<file path="src/rtl/sevenseg_mux.sv">
// sevenseg_mux: four-digit multiplexed seven-segment driver.
// A 2-bit scan index selects one digit at a time. The anode and segment
// outputs are registered from the post-update index, so a change in the
// index or in a digit value reaches the outputs one clock later.
// Optional feature: define SEVENSEG_LZ_BLANK_EN to blank leading zeros.
// The rightmost digit is never blanked, and blanked digits keep their
// anode slot in the scan.
module sevenseg_mux #(
  parameter int AN_ACTIVE_LOW  = 1,
  parameter int SEG_ACTIVE_LOW = 1
) (
  input  logic       clk,
  input  logic       rst,
  input  logic       scan_en,
  input  logic [3:0] d3,
  input  logic [3:0] d2,
  input  logic [3:0] d1,
  input  logic [3:0] d0,
  output logic [3:0] an,
  output logic [6:0] seg
);

  localparam logic [3:0] AN_OFF  = (AN_ACTIVE_LOW  != 0) ? 4'hF  : 4'h0;
  localparam logic [6:0] SEG_OFF = (SEG_ACTIVE_LOW != 0) ? 7'h7F : 7'h00;

  // Hex digit to segment pattern, active-low form, bit order gfedcba.
  function automatic logic [6:0] seg_decode_n(input logic [3:0] v);
    logic [6:0] s;
    case (v)
      4'h0:    s = 7'h40;
      4'h1:    s = 7'h79;
      4'h2:    s = 7'h24;
      4'h3:    s = 7'h30;
      4'h4:    s = 7'h19;
      4'h5:    s = 7'h12;
      4'h6:    s = 7'h02;
      4'h7:    s = 7'h78;
      4'h8:    s = 7'h00;
      4'h9:    s = 7'h10;
      4'hA:    s = 7'h08;
      4'hB:    s = 7'h03;
      4'hC:    s = 7'h46;
      4'hD:    s = 7'h21;
      4'hE:    s = 7'h06;
      default: s = 7'h0E;
    endcase
    return s;
  endfunction

  // One-hot-low anode pattern for a scan index.
  function automatic logic [3:0] an_decode_n(input logic [1:0] i);
    return ~(4'b0001 << i);
  endfunction

  logic [1:0] r_idx;
  logic [3:0] r_an_p1;
  logic [6:0] r_seg_p1;

  logic [1:0] w_idx_nx;
  logic [3:0] w_digit;
  logic       w_blank;
  logic [3:0] w_an_n;
  logic [6:0] w_seg_n;
  logic [3:0] w_an_nx;
  logic [6:0] w_seg_nx;

  // Next scan index: step with wrap on each enabled clock, otherwise hold.
  always_comb begin
    w_idx_nx = r_idx;
    if (scan_en) w_idx_nx = r_idx + 2'd1;
  end

  // Select the digit addressed by the post-update index.
  always_comb begin
    case (w_idx_nx)
      2'd0:    w_digit = d0;
      2'd1:    w_digit = d1;
      2'd2:    w_digit = d2;
      default: w_digit = d3;
    endcase
  end

  // Leading-zero blanking: digit i>0 goes dark when it and all higher digits are 0.
  always_comb begin
    w_blank = 1'b0;
`ifdef SEVENSEG_LZ_BLANK_EN
    case (w_idx_nx)
      2'd3:    w_blank = (d3 == 4'h0);
      2'd2:    w_blank = (d3 == 4'h0) && (d2 == 4'h0);
      2'd1:    w_blank = (d3 == 4'h0) && (d2 == 4'h0) && (d1 == 4'h0);
      default: w_blank = 1'b0;
    endcase
`endif
  end

  // Build the output patterns in active-low form, then apply polarity.
  always_comb begin
    w_an_n   = an_decode_n(w_idx_nx);
    w_seg_n  = w_blank ? 7'h7F : seg_decode_n(w_digit);
    w_an_nx  = (AN_ACTIVE_LOW  != 0) ? w_an_n  : ~w_an_n;
    w_seg_nx = (SEG_ACTIVE_LOW != 0) ? w_seg_n : ~w_seg_n;
  end

  // Scan index and registered outputs; reset blanks the display and ignores scan_en.
  always_ff @(posedge clk) begin
    if (rst) begin
      r_idx    <= 2'd0;
      r_an_p1  <= AN_OFF;
      r_seg_p1 <= SEG_OFF;
    end else begin
      r_idx    <= w_idx_nx;
      r_an_p1  <= w_an_nx;
      r_seg_p1 <= w_seg_nx;
    end
  end

  assign an  = r_an_p1;
  assign seg = r_seg_p1;

endmodule

</file>
<file path="config.mk">
export PLATFORM = sky130hd
export DESIGN_NAME = sevenseg_mux
export DESIGN_NICKNAME = d
export VERILOG_FILES = /design/src/rtl/sevenseg_mux.sv
export SDC_FILE = /design/constraint.sdc
export NUM_CORES = 1
export LEC_CHECK = 0
export ABC_AREA = 1
export BUFFER_PORTS_ARGS = -buffer_cell sky130_fd_sc_hd__buf_2
export CORE_MARGIN = 2
export CORE_UTILIZATION = 47
export DETAILED_ROUTE_END_ITERATION = 12
export PLACE_DENSITY = 0.77
export SYNTH_ARGS = -nofsm -noshare
export SYNTH_HDL_FRONTEND = slang
export SYNTH_SLANG_ARGS = --single-unit
</file>
<file path="constraint.sdc">
create_clock -name clk -period 1.9 [get_ports clk]
set_input_delay 0.095 -clock clk [delete_from_list [all_inputs] [get_ports clk]]
set_output_delay 0.095 -clock clk [all_outputs]
set_load 0.02 [all_outputs]
</file>
==> results.yml, run 1 <==
synth:
  ys_seq_elements: 13
  netlist_area_um2: 812.0
  ys_seq_area_share_pct: 32.05
  synth.avg_cell_area_um2: 6.882
  yosysTopAreaCell: "dfxtp_1"
  yosys_warnings: 0
  synth_cell_types: 22
  synth_fp_nets: 143
  synth_cells: 118
  synth_top_area_share_pct: 32.05
  synthTopCellsByArea: "dfxtp_1 (32%), nand2_1 (18%), nand3_1 (11%)"
detailed_routing:
  drt_iter0_drc: 17
  wire_per_inst_um: 9.871
  ant_nets: 0
  firstDrtPassIters: 4
  vias: 838
  wirelength_mm: 1.688
  route.detailed.drc: 0
  viasPerCell: 4.901
sta:
  slew_violations: 0
  period_share_pct: 95.25
  setup_violations: 0
  timing.hold.ws_ns: 0.08501
  slew_headroom_pct: 78.47
  skew_ns: 0.001801
  post-route-min-period_ns: 1.810
  hold_viol: 0
  tightest_slew_ns: 0.3227
  tns_ns: 0
  postLayoutSetupSlackWorst_ns: 0.09017
  fmax_ghz: 0.5525
finish:
  layout-drive-gt1-share_pct: 38.96
  multi_input_area_um2: 528.0
  layout.nets: 180
  fillers: 161
  seqCellArea_um2: 262.8
  area_growth_pct: 30.20
  fin_util_pct: 63.30
  diodes: 0
die:
  ios: 30
  coreArea_um2: 1670
  die-height_um: 45.57
  rows: 15
  start_util_pct: 48.61
  die_w_um: 45.57
  die_area_um2: 2076
clock_tree:
  cts_tree: "done"
  cts_buffers: 3
  cts_root_buf: "clkbuf_4"
  clock_latency_ns: 0.26
  cts_setup_buffers: 0
  htree_levels: 1
  clk_path_buf_depth: 2
  clk_pin_slew_ns: 0.07
  hold_buffers: 0
  clock-sinks: 13
critical_path:
  r2r_cells: 12
  criticalPathCategory: "register to register"
  arrival_ns: 1.97
  cp-end-kind: "register"
  worstPathMaxFanout: 6
  cp-start-kind: "register"
  cp.required_ns: 2.06
global_route:
  first_global_vias: 665
  grt_usage_pct: 17.58
  grt_antenna_before_repair: 0
  grt_max_degree: 12
  grt_remaining_overflow: 0
  grt_pass1_wl_mm: 2.663
place:
  place_congestion: 0.8557
  port_buffers: 29
  hpwl_mm: 1.369
  dp_slack_ns: -0.05278
power_and_ir_drop:
  leakage_nw: 0.5452
  peakVddDrop_v: 0.0003103
  p_per_area_nw_per_um2: 762.4
outcome:
  run_status: "finished, final reports clean"
hold_path:
  min_path_cells: 2
  min_path_type: "input port to register"
run:
  drv_cap: 0
cell usage after synthesis:
cell type	number
or2_4	1
nor2_1	11
nand2_1	38
nand4_1	2
nand2_2	4
nor2_4	1
or2_2	2
inv_1	9
o211ai_1	1
o21ai_0	2
clkinv_2	1
nand2_4	1
dfxtp_1	13
nand3_1	18
a21oi_2	1
a21oi_1	2
nor3_2	1
nand3_2	1
o21bai_2	1
inv_2	1
buf_6	1
ha_1	6
power by group:
part | switching [mW] | leakage [nW] | internal, mW | total [mW]
combinational | 0.213 | 0.421 | 0.121 | 0.334
clock | 0.0761 | 0.0150 | 0.0811 | 0.157
sequential | 0.00876 | 0.109 | 0.306 | 0.315
per-stage QoR:
stage               total power [mW]  cells  area [µm²]
floorplan                     0.5520    118       812.0
global placement              0.6348    167       997.2
detailed placement            0.6394    167       997.2
CTS                           0.7987    171        1028
global route                  0.8646    171        1057
finish                        0.8061    171        1057
cells by family (layout without fill, tap and decap cells):
| family | Yosys count | count (layout) | share of synthesized area, % |
|---|---|---|---|
| adder cells (fa/ha/maj) | 6 | 6 | 9.245 |
| flip-flops | 13 | 13 | 32.05 |
| AO/OA/AOI/OAI | 7 | 7 | 5.856 |
| AND/OR/NAND/NOR | 80 | 80 | 46.22 |
| buffers and inverters | 12 | 48 | 6.624 |
worst max-delay path, cell delays in order, from the launching register on:
cell and delay, ns:
dfxtp_2 0.36, inv_1 0.06, nand3_1 0.14, nand2_2 0.14
nor2_4 0.15, nand2_1 0.06, nand3_1 0.11, nand2_4 0.09
ha_1 0.29, inv_1 0.07, nor2_1 0.05, a21oi_1 0.12
nand2_1 0.07
per-layer routing:
layer	vias to the layer above	track usage (%)	wire length, µm
met5	-	0	0
met4	0	8.824	19
met3	2	2.381	87
met2	29	27.61	783
met1	358	23.26	797
li1	449	-	-
timing repair:
action,in CTS,in global routing
cloned,0,0
resized for setup,2,10
pin swaps,0,1
endpoints found under the setup margin,5,7
cell type report:
type	count	share of cell area, %
Inverter	11	4.142
Multi-Input combinational cell	93	49.94
Tap cell	17	2.012
Sequential cell	13	24.85
Clock buffer	4	2.485
Timing Repair Buffer	33	16.57
layout by cell type, fill, tap and decap left out, drive strengths merged:
cell type,n
dfxtp,13
nand4,2
inv,11
o21ai,2
or2,3
o21bai,1
buf,33
a21oi,3
nor2,12
ha,6
nor3,1
clkbuf,4
o211ai,1
nand3,19
nand2,43
path summary, 6_finish.rpt:
kind / from / endpoint / slack [ns]
setup / recovery: r_idx[1]$_SDFF_PP0_ / seg[1]$_SDFF_PP1_ / 0.09
hold reg to reg: r_idx[1]$_SDFF_PP0_ / an[3]$_SDFF_PP1_ / 0.56
hold / removal: rst / r_idx[0]$_SDFF_PP0_ / 0.09
setup reg to reg: r_idx[1]$_SDFF_PP0_ / seg[1]$_SDFF_PP1_ / 0.09
state kept, by name (all words and copies together) (netlist names):
register,count
r_idx,2
seg,7
an,4
Note: power is estimated with default switching activity, not from simulation.
==> run 2, diff against run 1 <==
GPL_TIMING_DRIVEN = 0   (was not set)
==> results.yml, run 2 (same netlist as run 1, synthesis figures left out) <==
die:
  die-height_um: 45.57
  start_util_pct: 48.61
  coreArea_um2: 1670
  rows: 15
  die_w_um: 45.57
  die_area_um2: 2076
  ios: 30
clock_tree:
  clk_path_buf_depth: 2
  hold_buffers: 0
  cts_root_buf: "clkbuf_4"
  clock_latency_ns: 0.26
  htree_levels: 1
  cts_tree: "done"
  clock-sinks: 13
  cts_buffers: 3
  clk_pin_slew_ns: 0.07
critical_path:
  crit_family: "simple AND/OR/NAND/NOR gates"
  worstPathMaxFanout: 6
  r2r_end: "seg[1]$_SDFF_PP1_"
  worstSetupEndpoint: "seg[1]$_SDFF_PP1_"
  r2r_cells: 12
  crit_buf_inv: 1
  cp.required_ns: 2.05
  rr_startpoint: "r_idx[0]$_SDFF_PP0_"
  cp-start-kind: "register"
  slowest_delay_ns: 0.37
  arrival_ns: 1.95
  worst_path_max_delay_cell: "dfxtp_4"
  startpoint: "r_idx[0]$_SDFF_PP0_"
  criticalPathCategory: "register to register"
  r2r_setup_slack_ns: 0.11
  cp-end-kind: "register"
  crit_chain: "nand2_2, nand2_2, nand2_4, nor2_4, nand2_1, nand3_1, nand2_4, ha_1, inv_1, nor2_1, a21oi_1, nand2_1"
  path_depth: 12
global_route:
  grt_remaining_overflow: 0
  grt_pass1_wl_mm: 2.663
  grt_max_degree: 11
  first_global_vias: 668
  grt_usage_pct: 17.44
  grt_antenna_before_repair: 0
detailed_routing:
  drt_iter0_drc: 25
  ant_nets: 0
  wirelength_mm: 1.734
  firstDrtPassIters: 4
  wire_per_inst_um: 10.14
  viasPerCell: 4.953
  route.detailed.drc: 0
  vias: 847
finish:
  seqCellArea_um2: 267.8
  multi_input_area_um2: 555.5
  layout.nets: 180
  area_growth_pct: 34.98
  final_common_cell: "nand2_1"
  diodes: 0
  largest_reg_flops: 7
  layout-drive-gt1-share_pct: 40.91
  fillers: 156
  final_cell_mix: "nand2_1 (34), buf_2 (29), nand3_1 (15), dfxtp_1 (11), nor2_1 (10)"
hold_path:
  min_path_type: "input port to register"
sta:
  timing.hold.ws_ns: 0.08549
  slew_headroom_pct: 79.10
  hold_viol: 0
  setup_violations: 0
  tightest_slew_ns: 0.3133
  skew_ns: 0.001041
  post-route-min-period_ns: 1.794
  postLayoutSetupSlackWorst_ns: 0.1060
  slew_violations: 0
  period_share_pct: 94.42
  tns_ns: 0
  fmax_ghz: 0.5574
power_and_ir_drop:
  leakage_nw: 0.5577
  seq_power_share_pct: 38.5
  p_per_area_nw_per_um2: 748.7
  p_sw_mw: 0.3011
  peakVddDrop_v: 0.0002803
  p_comb_share_pct: 42.8
  swShare_pct: 36.69
  intPower_mw: 0.5196
  clkPwrFrac_pct: 18.8
place:
  port_buffers: 29
  place_congestion: 0.8424
  hpwl_mm: 1.315
  dp_slack_ns: -0.1980
run:
  drv_cap: 0
outcome:
  run_status: "finished, final reports clean"
==> run 2: power by group through the flow <==
stage | sequential, mW | clock, mW | combinational (mW)
floorplan | 0.363 | 0 | 0.189
global placement | 0.321 | 0 | 0.310
detailed placement | 0.321 | 0 | 0.314
CTS | 0.315 | 0.158 | 0.324
global route | 0.318 | 0.165 | 0.394
finish | 0.316 | 0.154 | 0.351
==> run 2: per-stage QoR <==
step / total power [mW] / utilization (%) / cell area, µm² / std cells
finish: 0.8206 / 65.62 / 1096 / 171
global route: 0.8777 / 65.62 / 1096 / 171
CTS: 0.7973 / 61.65 / 1030 / 168
detailed placement: 0.6355 / 58.58 / 978.4 / 164
global placement: 0.6312 / 58.58 / 978.4 / 164
floorplan: 0.5520 / - / 812.0 / 118
==> run 2: worst register-to-register path, delay by kind of cell (launching register included) <==
family	cells	cell delay (ns)
flops	1	0.37
fa+ha+maj	1	0.28
compound gates	1	0.12
buf+inv	1	0.08
simple gates	9	0.84
==> run 2: area by class of cell <==
cell class | count | share of cell area, %
tap | 17 | 1.941
multi-input combinational | 93 | 50.69
inverter | 11 | 4.224
timing repair buffer | 32 | 15.30
sequential | 13 | 24.43
clock buffer | 4 | 2.397
buffer | 1 | 1.027
==> run 2: repair_timing <==
action	4_1_cts	5_1_grt
setup endpoints to repair	7	6
gates resized for setup	9	13
pin swaps	1	2
buffers inserted	0	3
==> run 2: how the worst min path moves through the flow <==
stage / from / to / slack [ns] / cells after the start
2_1_floorplan: rst / r_idx[0]$_SDFF_PP0_ / 0.17 / 1
3_3_place_gp: rst / r_idx[0]$_SDFF_PP0_ / 0.36 / 2
3_5_place_dp: rst / r_idx[0]$_SDFF_PP0_ / 0.37 / 2
4_1_cts: rst / r_idx[0]$_SDFF_PP0_ / 0.09 / 2
5_1_grt: rst / r_idx[0]$_SDFF_PP0_ / 0.09 / 2
6_report: rst / r_idx[0]$_SDFF_PP0_ / 0.09 / 2
==> run 2: metal layers <==
layer  up-vias  global-route usage, %  wire length, µm
li1        451                      -                -
met3         0                  2.381               99
met2        32                  28.45              857
met1       364                  22.89              777
met4         0                  7.059                0
met5         -                      0                0
==> run 3, diff against run 2 <==
BUFFER_PORTS_ARGS = -buffer_cell sky130_fd_sc_hd__buf_4   (was -buffer_cell sky130_fd_sc_hd__buf_2)
SKIP_LAST_GASP = 1   (was not set)
==> results.yml, run 3 (same netlist as run 1, synthesis figures left out) <==
sta:
  setup_violations: 0
  hold_viol: 0
  slew_violations: 0
  slew_headroom_pct: 79.54
  fmax_ghz: 0.5491
  tightest_slew_ns: 0.3067
  skew_ns: 0.003362
  post-route-min-period_ns: 1.821
  period_share_pct: 95.85
power_and_ir_drop:
  leakage_nw: 0.5870
  peakVddDrop_v: 0.0003245
  p_sw_mw: 0.3065
  intPower_mw: 0.5434
  swShare_pct: 36.06
  p_comb_share_pct: 44.2
  seq_power_share_pct: 37.4
  power.total_mw: 0.8498
  p_per_area_nw_per_um2: 735.1
  clkPwrFrac_pct: 18.4
detailed_routing:
  firstDrtPassIters: 4
  ant_nets: 0
  vias: 854
  route.detailed.drc: 0
  drt_iter0_drc: 27
  wire_per_inst_um: 10.72
  wirelength_mm: 1.843
  viasPerCell: 4.965
outcome:
  run_status: "finished, final reports clean"
global_route:
  first_global_vias: 687
  grt_remaining_overflow: 0
  grt_pass1_wl_mm: 2.863
  grt_usage_pct: 19.09
  grt_max_degree: 11
  grt_antenna_before_repair: 0
die:
  die_w_um: 45.57
  ios: 30
  coreArea_um2: 1670
  die_area_um2: 2076
  rows: 15
  start_util_pct: 48.61
  die-height_um: 45.57
critical_path:
  cp.required_ns: 2.05
  arrival_ns: 1.97
  crit_family: "simple AND/OR/NAND/NOR gates"
  cp-start-kind: "register"
  worstPathMaxFanout: 6
  crit_buf_inv: 2
  slowest_delay_ns: 0.39
  criticalPathCategory: "register to register"
  crit_chain: "inv_1, nand3_2, nand2_2, nor2_4, nand2_1, nand3_1, nand2_4, ha_1, inv_1, nand3_1, nand2_1, nand2_1, nand3_1"
  cp-end-kind: "register"
  worst_path_max_delay_cell: "dfxtp_4"
clock_tree:
  clock_latency_ns: 0.26
  clk_path_buf_depth: 2
  cts_buffers: 3
  htree_levels: 1
  clock-sinks: 13
  clk_pin_slew_ns: 0.07
  cts_tree: "done"
  cts_root_buf: "clkbuf_4"
finish:
  final_common_cell: "nand2_1"
  diodes: 0
  layout-drive-gt1-share_pct: 40.00
  fillers: 147
  layout.nets: 181
  fin_util_pct: 69.21
  final_cell_mix: "nand2_1 (34), buf_4 (33), nand3_1 (16), dfxtp_1 (11), nor2_1 (10)"
  largest_reg_flops: 7
  area_growth_pct: 42.37
place:
  port_buffers: 29
  hpwl_mm: 1.410
  place_congestion: 0.8967
hold_path:
  min_path_type: "input port to register"
run:
  drv_cap: 0
-- run 3: cell type report --
type	count	area (µm²)	share of cell area, %
Buffer	1	11.26	0.9740
Clock buffer	4	26.28	2.273
Inverter	11	43.79	3.788
Multi-Input combinational cell	93	538.0	46.54
Sequential cell	13	267.8	23.16
Tap cell	17	21.27	1.840
Timing Repair Buffer	33	247.7	21.43
-- run 3: final timing paths --
kind	slack, ns	depth (start not counted)	endpoint	start
setup / recovery	0.08	13	seg[3]$_SDFF_PP1_	r_idx[1]$_SDFF_PP0_
hold / removal	0.03	2	r_idx[0]$_SDFF_PP0_	rst
setup reg to reg	0.08	13	seg[3]$_SDFF_PP1_	r_idx[1]$_SDFF_PP0_
hold reg to reg	0.55	2	an[1]$_SDFF_PP1_	r_idx[1]$_SDFF_PP0_
-- run 3: layer usage --
layer  share of wire, %  routed length (µm)  vias to the layer above  global-route usage (%)
met4                2.4                  44                        0                   11.76
met1                 42                 781                      363                   25.12
li1                   -                   -                      452                       -
met2                 49                 904                       34                   28.73
met5                  0                   0                        -                       0
met3                6.1                 113                        5                   3.175
-- run 3: through the flow --
stage	cells	setup TNS [ns]	hold slack (ns)	area (µm²)	setup slack [ns]
6_report	172	0	0.03278	1156	0.07889
5_1_grt	172	-0.05113	0.04209	1156	-0.04256
4_1_cts	168	0	0.03113	1102	0.01770
3_5_place_dp	164	-0.8585	0.3204	1051	-0.1773
3_3_place_gp	164	-0.6597	0.3244	1051	-0.1539
2_1_floorplan	118	0	0.1674	812.0	0.1366
-- run 3: power groups by stage --
| stage | registers [mW] | logic [mW] | clock network (mW) |
|---|---|---|---|
| after detailed placement | 0.324 | 0.343 | 0 |
| after global routing | 0.319 | 0.419 | 0.168 |
| after global placement | 0.323 | 0.338 | 0 |
| after floorplan | 0.363 | 0.189 | 0 |
| after CTS | 0.318 | 0.352 | 0.162 |
| final | 0.318 | 0.376 | 0.157 |
-- run 3: repair_timing --
action / 4_1_cts / 5_1_grt
pin swaps: 0 / 2
gates resized for setup: 9 / 7
hold buffers: 0 / 0
setup endpoints to repair: 7 / 6
buffers inserted: 0 / 4
hold endpoints to repair: 0 / 0
